File: src/rtl/uart_pkg.sv
// ---------------------------------------------------------------------------
// uart_pkg
// Shared declarations for the parametrised UART receiver slice:
//   - uart_state_e : receiver FSM state encoding
//   - DEF_*        : default configuration constants
//   - DEF_PTR_W / DEF_CNT_W : FIFO pointer / occupancy widths for the defaults
//   - parity_of()  : XOR of a data word (zero-extended to 9 bits) and a parity bit
// ---------------------------------------------------------------------------
package uart_pkg;

  typedef enum logic [2:0] {
    ST_IDLE   = 3'd0,
    ST_START  = 3'd1,
    ST_DATA   = 3'd2,
    ST_PARITY = 3'd3,
    ST_STOP   = 3'd4
  } uart_state_e;

  localparam int DEF_DATA_BITS  = 8;
  localparam int DEF_STOP_BITS  = 2;
  localparam int DEF_OVERSAMPLE = 16;
  localparam int DEF_DIV_W      = 10;
  localparam int DEF_FIFO_DEPTH = 16;
  localparam int MAX_DATA_BITS  = 9;

  localparam int DEF_PTR_W = $clog2(DEF_FIFO_DEPTH);
  localparam int DEF_CNT_W = DEF_PTR_W + 1;

  // Returns 0 when data plus parity bit hold an even number of ones.
  function automatic logic parity_of(input logic [MAX_DATA_BITS-1:0] data,
                                     input logic                     par_bit);
    return (^data) ^ par_bit;
  endfunction

endpackage

File: src/rtl/uart_sync_fifo.sv
// ---------------------------------------------------------------------------
// uart_sync_fifo
// Single-clock circular-buffer FIFO with a registered read port.
// Ports:
//   clk, rst       : clock, synchronous active-high reset
//   push/push_data : write request and word (ignored when full unless a pop
//                    happens in the same cycle)
//   pop            : read request (ignored when empty)
//   read_data      : word popped on the last accepted pop (1-cycle latency)
//   empty, full    : registered occupancy flags
//   count          : current occupancy, 0..DEPTH
// ---------------------------------------------------------------------------
module uart_sync_fifo
  import uart_pkg::*;
#(
  parameter int WIDTH = DEF_DATA_BITS,
  parameter int DEPTH = DEF_FIFO_DEPTH
) (
  input  logic                     clk,
  input  logic                     rst,
  input  logic                     push,
  input  logic [WIDTH-1:0]         push_data,
  input  logic                     pop,
  output logic [WIDTH-1:0]         read_data,
  output logic                     empty,
  output logic                     full,
  output logic [$clog2(DEPTH):0]   count
);

  localparam int PTR_W = $clog2(DEPTH);
  localparam int CNT_W = PTR_W + 1;
  localparam logic [CNT_W-1:0] FULL_CNT = CNT_W'(DEPTH);

  logic [WIDTH-1:0] mem_r [DEPTH];
  logic [PTR_W-1:0] wr_ptr_r;
  logic [PTR_W-1:0] rd_ptr_r;
  logic [CNT_W-1:0] count_r;
  logic [CNT_W-1:0] count_nxt_s;
  logic [WIDTH-1:0] read_data_r;
  logic             empty_r;
  logic             full_r;
  logic             do_pop_s;
  logic             do_push_s;

  // Accept decisions and next occupancy; a pop frees the slot for a push when full.
  always_comb begin
    do_pop_s    = pop & ~empty_r;
    do_push_s   = push & (~full_r | do_pop_s);
    count_nxt_s = count_r;
    if (do_push_s && !do_pop_s) begin
      count_nxt_s = count_r + 1'b1;
    end else if (do_pop_s && !do_push_s) begin
      count_nxt_s = count_r - 1'b1;
    end else begin
      count_nxt_s = count_r;
    end
  end

  // Storage array write port (contents need no reset).
  always_ff @(posedge clk) begin
    if (do_push_s) begin
      mem_r[wr_ptr_r] <= push_data;
    end
  end

  // Pointers, occupancy, flags and registered read word.
  always_ff @(posedge clk) begin
    if (rst) begin
      wr_ptr_r    <= '0;
      rd_ptr_r    <= '0;
      count_r     <= '0;
      empty_r     <= 1'b1;
      full_r      <= 1'b0;
      read_data_r <= '0;
    end else begin
      if (do_push_s) begin
        wr_ptr_r <= wr_ptr_r + 1'b1;
      end
      if (do_pop_s) begin
        rd_ptr_r    <= rd_ptr_r + 1'b1;
        read_data_r <= mem_r[rd_ptr_r];
      end
      count_r <= count_nxt_s;
      empty_r <= (count_nxt_s == '0);
      full_r  <= (count_nxt_s == FULL_CNT);
    end
  end

  assign read_data = read_data_r;
  assign empty     = empty_r;
  assign full      = full_r;
  assign count     = count_r;

endmodule

File: src/rtl/uart_rx_fifo_param.sv
// ---------------------------------------------------------------------------
// uart_rx_fifo_param
// Parametrised UART receiver (start + DATA_BITS LSB-first + STOP_BITS stop)
// with an oversampling tick generator and an integrated receive FIFO.
// Optional feature: define UART_RX_PARITY_EN to add a parity bit between the
// data and stop bits, with parity_odd / parity_err ports.
// Ports:
//   clk, rst    : clock, synchronous active-high reset
//   rx          : asynchronous serial input, idle high
//   baud_div    : tick period minus 1 in clk cycles (latched at each wrap)
//   read_en     : pop request
//   read_data   : popped word, valid the cycle after the pop
//   empty, full : FIFO status
//   frame_err   : 1-cycle pulse, a stop sample was low (word discarded)
//   overrun     : 1-cycle pulse, good word dropped because FIFO was full
//   parity_odd  : (UART_RX_PARITY_EN) 1 = odd parity, 0 = even
//   parity_err  : (UART_RX_PARITY_EN) 1-cycle pulse, parity mismatch
// ---------------------------------------------------------------------------
module uart_rx_fifo_param
  import uart_pkg::*;
#(
  parameter int DATA_BITS  = DEF_DATA_BITS,
  parameter int STOP_BITS  = DEF_STOP_BITS,
  parameter int OVERSAMPLE = DEF_OVERSAMPLE,
  parameter int DIV_W      = DEF_DIV_W,
  parameter int FIFO_DEPTH = DEF_FIFO_DEPTH
) (
  input  logic                 clk,
  input  logic                 rst,
  input  logic                 rx,
  input  logic [DIV_W-1:0]     baud_div,
  input  logic                 read_en,
`ifdef UART_RX_PARITY_EN
  input  logic                 parity_odd,
  output logic                 parity_err,
`endif
  output logic [DATA_BITS-1:0] read_data,
  output logic                 empty,
  output logic                 full,
  output logic                 frame_err,
  output logic                 overrun
);

  localparam int OS_W  = $clog2(OVERSAMPLE);
  localparam int BIT_W = $clog2(DATA_BITS);
  localparam int CNT_W = $clog2(FIFO_DEPTH) + 1;

  localparam logic [OS_W-1:0]  OS_HALF_M1    = OS_W'(OVERSAMPLE / 2 - 1);
  localparam logic [OS_W-1:0]  OS_FULL_M1    = OS_W'(OVERSAMPLE - 1);
  localparam logic [BIT_W-1:0] BIT_LAST      = BIT_W'(DATA_BITS - 1);
  localparam logic             STOP_LAST     = (STOP_BITS == 2) ? 1'b1 : 1'b0;
  localparam logic [CNT_W-1:0] FIFO_FULL_CNT = CNT_W'(FIFO_DEPTH);

  // Synchroniser
  logic rx_meta_r;
  logic rxs_r;

  // Tick generator
  logic [DIV_W-1:0] tick_cnt_r;
  logic [DIV_W-1:0] div_r;
  logic             tick_s;

  // Receiver FSM
  uart_state_e      state_r;
  logic [OS_W-1:0]  os_cnt_r;
  logic [BIT_W-1:0] bit_idx_r;
  logic             stop_idx_r;
  logic             stop_bad_r;
  logic             brk_wait_r;
  logic             armed_r;
  logic [DATA_BITS-1:0] shift_r;
  logic             push_r;
  logic             frame_err_r;
  logic             overrun_r;
  logic             stop_err_s;
  logic             par_bad_s;
`ifdef UART_RX_PARITY_EN
  logic                     par_bit_r;
  logic                     par_err_r;
  logic [MAX_DATA_BITS-1:0] par_data_s;
`endif

  // FIFO interface
  logic [CNT_W-1:0] fifo_count_s;
  logic             fifo_empty_s;
  logic             fifo_full_s;
  logic             pop_ok_s;
  logic             drop_s;

  // Two-flop synchroniser for the asynchronous rx pin; idles high out of reset.
  always_ff @(posedge clk) begin
    if (rst) begin
      rx_meta_r <= 1'b1;
      rxs_r     <= 1'b1;
    end else begin
      rx_meta_r <= rx;
      rxs_r     <= rx_meta_r;
    end
  end

  // Tick strobe: the period register is reloaded only at a wrap, so a new
  // baud_div never truncates or stretches the tick in progress.
  always_comb begin
    tick_s = (tick_cnt_r == div_r);
  end

  // Oversampling tick counter.
  always_ff @(posedge clk) begin
    if (rst) begin
      tick_cnt_r <= '0;
      div_r      <= baud_div;
    end else if (tick_s) begin
      tick_cnt_r <= '0;
      div_r      <= baud_div;
    end else begin
      tick_cnt_r <= tick_cnt_r + 1'b1;
    end
  end

  // Frame-end error decode and overrun detection.
  always_comb begin
    stop_err_s = stop_bad_r | ~rxs_r;
`ifdef UART_RX_PARITY_EN
    par_data_s                  = '0;
    par_data_s[DATA_BITS-1:0]   = shift_r;
    par_bad_s                   = parity_of(par_data_s, par_bit_r) ^ parity_odd;
`else
    par_bad_s = 1'b0;
`endif
    pop_ok_s = read_en & ~fifo_empty_s;
    drop_s   = push_r & (fifo_count_s == FIFO_FULL_CNT) & ~pop_ok_s;
  end

  // Receiver FSM with registered push / error strobes.
  // armed_r blocks start detection until the line has been seen idle after
  // reset; brk_wait_r holds the FSM in STOP after a framing error until the
  // line returns high, so a held break reports only once.
  always_ff @(posedge clk) begin
    if (rst) begin
      state_r     <= ST_IDLE;
      os_cnt_r    <= '0;
      bit_idx_r   <= '0;
      stop_idx_r  <= 1'b0;
      stop_bad_r  <= 1'b0;
      brk_wait_r  <= 1'b0;
      armed_r     <= 1'b0;
      shift_r     <= '0;
      push_r      <= 1'b0;
      frame_err_r <= 1'b0;
`ifdef UART_RX_PARITY_EN
      par_bit_r   <= 1'b0;
      par_err_r   <= 1'b0;
`endif
    end else begin
      push_r      <= 1'b0;
      frame_err_r <= 1'b0;
`ifdef UART_RX_PARITY_EN
      par_err_r   <= 1'b0;
`endif
      case (state_r)
        ST_IDLE: begin
          if (!armed_r) begin
            armed_r <= rxs_r;
          end else if (!rxs_r) begin
            state_r  <= ST_START;
            os_cnt_r <= '0;
          end
        end
        ST_START: begin
          if (tick_s) begin
            if (os_cnt_r == OS_HALF_M1) begin
              os_cnt_r <= '0;
              if (!rxs_r) begin
                state_r   <= ST_DATA;
                bit_idx_r <= '0;
              end else begin
                state_r   <= ST_IDLE;
              end
            end else begin
              os_cnt_r <= os_cnt_r + 1'b1;
            end
          end
        end
        ST_DATA: begin
          if (tick_s) begin
            if (os_cnt_r == OS_FULL_M1) begin
              os_cnt_r <= '0;
              shift_r  <= {rxs_r, shift_r[DATA_BITS-1:1]};
              if (bit_idx_r == BIT_LAST) begin
                bit_idx_r  <= '0;
                stop_idx_r <= 1'b0;
                stop_bad_r <= 1'b0;
`ifdef UART_RX_PARITY_EN
                state_r    <= ST_PARITY;
`else
                state_r    <= ST_STOP;
`endif
              end else begin
                bit_idx_r <= bit_idx_r + 1'b1;
              end
            end else begin
              os_cnt_r <= os_cnt_r + 1'b1;
            end
          end
        end
        ST_PARITY: begin
`ifdef UART_RX_PARITY_EN
          if (tick_s) begin
            if (os_cnt_r == OS_FULL_M1) begin
              os_cnt_r  <= '0;
              par_bit_r <= rxs_r;
              state_r   <= ST_STOP;
            end else begin
              os_cnt_r <= os_cnt_r + 1'b1;
            end
          end
`else
          state_r <= ST_IDLE;
`endif
        end
        ST_STOP: begin
          if (brk_wait_r) begin
            if (rxs_r) begin
              brk_wait_r <= 1'b0;
              state_r    <= ST_IDLE;
            end
          end else if (tick_s) begin
            if (os_cnt_r == OS_FULL_M1) begin
              os_cnt_r <= '0;
              if (stop_idx_r == STOP_LAST) begin
                frame_err_r <= stop_err_s;
`ifdef UART_RX_PARITY_EN
                par_err_r   <= par_bad_s;
`endif
                push_r      <= ~stop_err_s & ~par_bad_s;
                if (stop_err_s) begin
                  brk_wait_r <= 1'b1;
                end else begin
                  state_r    <= ST_IDLE;
                end
              end else begin
                stop_idx_r <= 1'b1;
                stop_bad_r <= stop_bad_r | ~rxs_r;
              end
            end else begin
              os_cnt_r <= os_cnt_r + 1'b1;
            end
          end
        end
        default: begin
          state_r <= ST_IDLE;
        end
      endcase
    end
  end

  // Overrun strobe, one cycle after the dropped push.
  always_ff @(posedge clk) begin
    if (rst) begin
      overrun_r <= 1'b0;
    end else begin
      overrun_r <= drop_s;
    end
  end

  uart_sync_fifo #(
    .WIDTH (DATA_BITS),
    .DEPTH (FIFO_DEPTH)
  ) u_fifo (
    .clk       (clk),
    .rst       (rst),
    .push      (push_r),
    .push_data (shift_r),
    .pop       (read_en),
    .read_data (read_data),
    .empty     (fifo_empty_s),
    .full      (fifo_full_s),
    .count     (fifo_count_s)
  );

  assign empty     = fifo_empty_s;
  assign full      = fifo_full_s;
  assign frame_err = frame_err_r;
  assign overrun   = overrun_r;
`ifdef UART_RX_PARITY_EN
  assign parity_err = par_err_r;
`endif

endmodule

File: config.mk
export PLATFORM = sky130hd
export DESIGN_NAME = uart_rx_fifo_param
export DESIGN_NICKNAME = d
export VERILOG_FILES = /design/src/rtl/uart_pkg.sv /design/src/rtl/uart_sync_fifo.sv /design/src/rtl/uart_rx_fifo_param.sv
export SDC_FILE = /design/constraint.sdc
export NUM_CORES = 1
export LEC_CHECK = 0
export CAP_MARGIN = 25
export CORE_ASPECT_RATIO = 1.75
export CORE_MARGIN = 2
export CORE_UTILIZATION = 44
export CTS_CLUSTER_SIZE = 28
export DETAILED_ROUTE_END_ITERATION = 7
export MAX_ROUTING_LAYER = met4
export PLACE_DENSITY_LB_ADDON = 0.2
export SYNTH_ARGS = -nofsm -noshare
export SYNTH_HDL_FRONTEND = slang
export SYNTH_SLANG_ARGS = --single-unit
File: constraint.sdc
create_clock -name clk -period 3.9 [get_ports clk]
set_input_delay 0.585 -clock clk [delete_from_list [all_inputs] [get_ports clk]]
set_output_delay 0.585 -clock clk [all_outputs]
set_load 0.05 [all_outputs]
==> run summary, run 1 <==
status - completed
cells along the critical path - clkdlybuf4s50_1, nand2b_1, a21oi_1, nand2_1, nor2_1
post-synth top area share - 0.5181
Post-synth ARST share - 0
clk_lat worst skew - 0.42 ns
number of antenna violations at the first check in global routing - 0
Post-synth EDFFs - 138
cell taking the most area after synthesis - edfxtp_1
Yosys cell types - 55
Setup Skew - 0.005548 ns
CP arrival - 2.78 ns
Layout Nets - 583
sequential cell area fraction in the yosys report - 0.6682
worst vdd ir - 0.0002815 V
Setup Fix Bufs, Post-CTS - 0
Slew Limit Fails - 0
TNS Setup - 0 ns
post_cts resized - 0
largest net degree at the start of global routing - 49
CTS tree - yes
drt drc - 0
Final Instance Area - 9107 µm²
std cell rows - 65
Diodes inserted - 0
yosys warns - 0
Critical Path RT - 3.96 ns
Rel. slew slack - 0.4674
total clock buffers created by CTS - 17
Syn Area/Cell - 15.09 µm²
DRT Wirelength - 16590 µm
first-pass GRT wire length - 25820 µm
clock root buffer - clkbuf_16
Cell Area, Synth - 7999 µm²
worst hold stages - 1
startpoint types - input pin
final hold vios - 0
die area - 19320 µm²
number of routed nets with antenna violations - 0
min cycle time layout - 2.717 ns
PortBufs - 25
Setup violations, final - 0
Cell Pwr Density - 518.8 nW/µm²
Hold/Removal Path Class - reg -> reg
IO Pins - 26
Tightest Pin Transition - 0.7979 ns
core region area - 17890 µm²
worst hold endpoint - rxs_r
Reg2Reg Depth - 4
Tcrit/Tclk final - 0.6967
largest cells by area after synthesis - edfxtp_1, dfxtp_1, mux4_2, nor2_1, xnor2_1
r2r endpoint - u_fifo.mem_r[13][7]
synthesized instance count - 530
vias in the first global route - 4522
Buffers & Inverters on Critical Path - 1
Max Buffers Root-to-Sink - 2
H-tree levels - 4
P&R area growth vs syn - 13.86%
Max-cap violations - 0
share of layout cells above drive strength 1 - 0.1664
syn nets - 555
hold_sp - rx_meta_r
Pleak - 3.047 nW
fin util - 0.5090
via/cell ratio - 5.421
slowest CP cell - a21oi_1
CP top delay family - simple AND/OR/NAND/NOR gates
reg2reg setup slack - 1.42 ns
vias - 4364
initial DRC count - 267
First-pass DRT Iterations - 6
Die Span X - 105.9 µm
grt ovf - 0
hold buffer count at CTS - 0
DR WL/cell - 20.60 µm
Max FO, Critical Path - 8
worst r2r src - u_fifo.empty
routability cong. - 0.8889
Initial Utilization - 0.4471
FF+latch count, synth - 198
area post-placement - 8493 µm²
cell with the most instances after synthesis - edfxtp_1
RSZ-0062 raised after global routing - no
Worst setup EP type - flop
CTS Sinks - 198
Synth top cells by count - edfxtp_1, dfxtp_1, nor2_1, mux4_2, nand2_1
top_reg_cell synth - edfxtp_1
clock slew at reported path FFs - 0.07 ns
final hold slack - 0.4262 ns
Max Clock Freq - 368.0 MHz
GRT Util Overall - 0.1874
Chip Height - 182.4 µm
dpl hpwl - 11860 µm
CP max stage delay - 0.63 ns
worst setup path class - in -> reg
==> stage by stage <==
stage / instances / worst slack [ns] / power (W)
2_1_floorplan: 530 / 1.548 / 0.002827
3_3_place_gp: 773 / 0.8421 / 0.002992
3_5_place_dp: 773 / 0.7606 / 0.002995
4_1_cts: 805 / 1.208 / 0.004776
5_1_grt: 805 / 1.064 / 0.004903
6_report: 805 / 1.183 / 0.004725
==> layer usage <==
layer,routed length [µm],global-route usage,up-vias
met2,9955,0.3621,80
met5,0,-,-
met3,371,0.03536,22
met4,304,0.06053,0
met1,5955,0.1851,2205
li1,-,-,2057
==> cells by family (layout without fill, tap and decap cells) <==
family,after synthesis,after routing,synth area share
flip-flops,198,198,0.6682
AND/OR/NAND/NOR,161,161,0.09792
multiplexers,52,52,0.1276
AO/OA/AOI/OAI,42,42,0.03457
buffers and inverters,36,77,0.01971
XOR/XNOR,30,30,0.03472
adder cells (fa/ha/maj),11,11,0.01721
==> worst max path at each step <==
| stage | startpoint | endpoint | slack [ns] | depth (start not counted) |
|---|---|---|---|---|
| after floorplan | u_fifo.empty | u_fifo.mem_r[3][0] | 1.55 | 4 |
| after detailed placement | read_en | u_fifo.mem_r[13][5] | 0.76 | 5 |
| after global routing | read_en | u_fifo.mem_r[8][0] | 1.06 | 5 |
| after CTS | read_en | u_fifo.mem_r[13][7] | 1.21 | 5 |
| final | read_en | u_fifo.mem_r[13][7] | 1.18 | 5 |
| after global placement | read_en | u_fifo.mem_r[9][2] | 0.84 | 5 |
==> sequential cells by signal, indices dropped and copies added (netlist names), 5 cells and up <==
signal,flops
div_r,10
tick_cnt_r,10
u_fifo.count,5
shift_r,8
u_fifo.mem_r,128
u_fifo.read_data,8
==> area by class of cell <==
type                            instances  area (µm²)
Sequential cell                       198        5346
Multi-Input combinational cell        296        2496
Tap cell                              234       292.8
Inverter                               10       37.54
Fill cell                            1498        8785
Clock buffer                           18       429.2
Timing Repair Buffer                   35       320.3
Clock inverter                         14       185.2
==> worst register-to-register path: stages (launching register included) <==
cell and delay, ns:
dfxtp_1 0.34, nand2b_1 0.17, a21oi_1 0.63, nand2_1 0.35
nor2_1 0.62
==> report_power, final <==
group          total, W  internal (W)  switching, W
registers       0.00235       0.00227     0.0000802
logic          0.000584      0.000286      0.000298
clock network   0.00179      0.000981      0.000807
==> cell usage in the layout, fill, tap and decap left out, types with 3 or more instances in the layout <==
master | Yosys | layout
nor2_1 | 60 | 60
mux4_2 | 40 | 40
inv_1 | 10 | 10
nand2b_1 | 3 | 3
clkbuf_16 | 0 | 17
nor4_1 | 3 | 3
nor3_1 | 10 | 10
inv_8 | 0 | 4
nand3_1 | 8 | 8
nor3b_1 | 4 | 4
xor2_1 | 10 | 10
nand4_1 | 7 | 7
nand2_1 | 40 | 40
clkdlybuf4s50_1 | 0 | 24
mux2i_1 | 12 | 12
nor2b_1 | 3 | 3
a31oi_1 | 3 | 3
edfxtp_1 | 138 | 138
a21oi_1 | 19 | 19
xnor2_1 | 18 | 18
ha_1 | 11 | 11
buf_4 | 2 | 10
dfxtp_1 | 60 | 59
and3_1 | 4 | 4
or2_2 | 3 | 3
a41oi_1 | 3 | 3
inv_6 | 0 | 4
No activity file was read; power rests on OpenSTA's default activity.
==> run 2: changes to the inputs <==
clock period = 2.4 ns   (was 3.9 ns; I/O delays follow)
==> run summary, run 2 (synthesis gave the netlist of run 1 again) <==
clk_lat worst skew - 0.42 ns (about the same)
most common cell after layout, fill and taps aside - edfxtp_1 (unchanged)
via/cell ratio - 5.367 (was 5.421)
Final Power - 0.007581 W (was 0.004725 W)
fin cells - 820 (was 805)
biggest registers after layout - u_fifo.mem_r: 128 flops, div_r: 10 flops, tick_cnt_r: 10 flops (unchanged)
Initial Utilization - 0.4471 (unchanged)
Top Metal Used - met4 (unchanged)
Diodes inserted - 0 (unchanged)
Die Span X - 105.9 µm (unchanged)
DRT Wirelength - 16520 µm (was 16590 µm)
vias in the first global route - 4536 (was 4522)
Max Buffers Root-to-Sink - 2 (unchanged)
Hold/Removal Path Class - in -> reg (was reg -> reg)
hold buffer count at CTS - 0 (unchanged)
vias - 4401 (was 4364)
most frequent cells in the layout - edfxtp_1, nor2_1, dfxtp_1 (unchanged)
Tightest Pin Transition - 0.7251 ns (was 0.7979 ns)
met3 WL - 472 µm (was 371 µm)
number of antenna violations at the first check in global routing - 0 (unchanged)
min cycle time layout - 2.145 ns
clock root buffer - clkbuf_16 (unchanged)
number of routed nets with antenna violations - 0 (unchanged)
Buffers & Inverters on Critical Path - 0 (was 1)
hold_sp - rst (was rx_meta_r)
drt drc - 0 (unchanged)
status - completed (unchanged)
Setup Skew - 0.01109 ns (was 0.005548 ns)
std cell rows - 65 (unchanged)
PortBufs - 25 (unchanged)
met1 wire length - 5941 µm (was 5955 µm)
clock slew at reported path FFs - 0.07 ns (about the same)
worst setup path class - reg -> reg (was in -> reg)
Critical Path RT - 2.71 ns (was 3.96 ns)
largest register by flop count - u_fifo.mem_r (unchanged)
final hold slack - 0.3409 ns (was 0.4262 ns)
worst r2r src - div_r[6] (was u_fifo.empty)
GRT Util Overall - 0.1882 (was 0.1874)
Max-cap violations - 0 (unchanged)
startpoint types - flop (was input pin)
H-tree levels - 4 (unchanged)
Tcrit/Tclk final - 0.8939
share of layout cells above drive strength 1 - 0.1894 (was 0.1664)
First-pass DRT Iterations - 5 (was 6)
P&R area growth vs syn - 15.27% (was 13.86%)
Worst setup EP type - flop (unchanged)
TNS Setup - 0 ns (unchanged)
routability cong. - 0.8511 (was 0.8889)
final hold vios - 0 (unchanged)
largest net degree at the start of global routing - 36 (was 49)
first-pass GRT wire length - 26010 µm (was 25820 µm)
total clock buffers created by CTS - 17 (unchanged)
Setup violations, final - 0 (unchanged)
Pleak - 3.120 nW (was 3.047 nW)
CP max stage delay - 0.48 ns (was 0.63 ns)
grt ovf - 0 (unchanged)
max reg flops - 128 (unchanged)
Chip Height - 182.4 µm (unchanged)
Max Clock Freq - 466.1 MHz
Cell Pwr Density - 822.2 nW/µm² (was 518.8 nW/µm²)
CTS tree - yes (unchanged)
CP top delay family - simple AND/OR/NAND/NOR gates (unchanged)
die area - 19320 µm² (unchanged)
core region area - 17890 µm² (unchanged)
slowest CP cell - nor4_1 (was a21oi_1)
IO Pins - 26 (unchanged)
CP arrival - 2.46 ns (was 2.78 ns)
Slew Limit Fails - 0 (unchanged)
post_cts resized - 0 (unchanged)
DR WL/cell - 20.15 µm (was 20.60 µm)
Setup Fix Bufs, Post-CTS - 0 (unchanged)
reg2reg setup slack - 0.25 ns (was 1.42 ns)
fin util - 0.5153 (was 0.5090)
CTS Sinks - 198 (unchanged)
Max FO, Critical Path - 6 (was 8)
Layout Nets - 598 (was 583)
cells along the critical path - xnor2_1, nand4_2, nor4_1, or3_1, o21ai_1, a32o_1 (was clkdlybuf4s50_1, nand2b_1, a21oi_1, nand2_1, nor2_1)
Rel. slew slack - 0.5133 (was 0.4674)
RSZ-0062 raised after global routing - no (unchanged)
met2 wirelength from detailed routing - 9635 µm (was 9955 µm)
dpl cells - 788 (was 773)
CP startpoint - div_r[6] (was read_en)
worst vdd ir - 0.0004427 V (was 0.0002815 V)
initial DRC count - 272 (was 267)
fillers - 1460 (was 1498)
dpl hpwl - 11600 µm (was 11860 µm)
==> run 2: final cells by class <==
cell class,instances,area (µm²),area share
clock buffers,17,425.4,0.04614
repair buffers,50,457.9,0.04967
multi-input cells,296,2496,0.2707
clock inverters,15,163.9,0.01778
flip-flops and latches,198,5346,0.5799
inverters,10,37.54,0.004071
well taps,234,292.8,0.03175
==> run 2: worst register-to-register path, cell delays in order, from the launching register on <==
cell and delay, ns:
edfxtp_1 0.39, xnor2_1 0.20, nand4_2 0.29, nor4_1 0.48, or3_1 0.31, o21ai_1 0.11
a32o_1 0.26
==> run 2: routing by layer <==
layer | track usage | up-vias
li1 | - | 2079
met3 | 0.02857 | 19
met5 | - | -
met4 | 0.08579 | 0
met1 | 0.1966 | 2210
met2 | 0.3448 | 93
==> run 2: power breakdown <==
group | total [W] | leakage, nW | internal [W] | switching (W)
Combinational | 0.00103 | 1.06 | 0.000477 | 0.000556
Sequential | 0.00377 | 1.77 | 0.00370 | 0.0000767
Clock | 0.00278 | 0.286 | 0.00148 | 0.00129
==> run 2: per-stage QoR <==
step	instance area (µm²)	worst slack, ns
floorplan	7999	0.04825
global placement	8631	0.1842
detailed placement	8631	0.1751
CTS	9220	0.2393
global route	9220	0.05946
finish	9220	0.2547
==> run 2: path summary, 6_finish.rpt <==
| path | end | cells past startpoint |
|---|---|---|
| max | os_cnt_r[3] | 6 |
| min | armed_r | 2 |
| max reg2reg | os_cnt_r[3] | 6 |
| min reg2reg | rxs_r | 1 |
==> run 3: changes to the inputs <==
SKIP_CTS_REPAIR_TIMING = 1   (was unset)
==> results of run 3 <==
The final DEF is identical to that of run 2; final timing and power are the same.
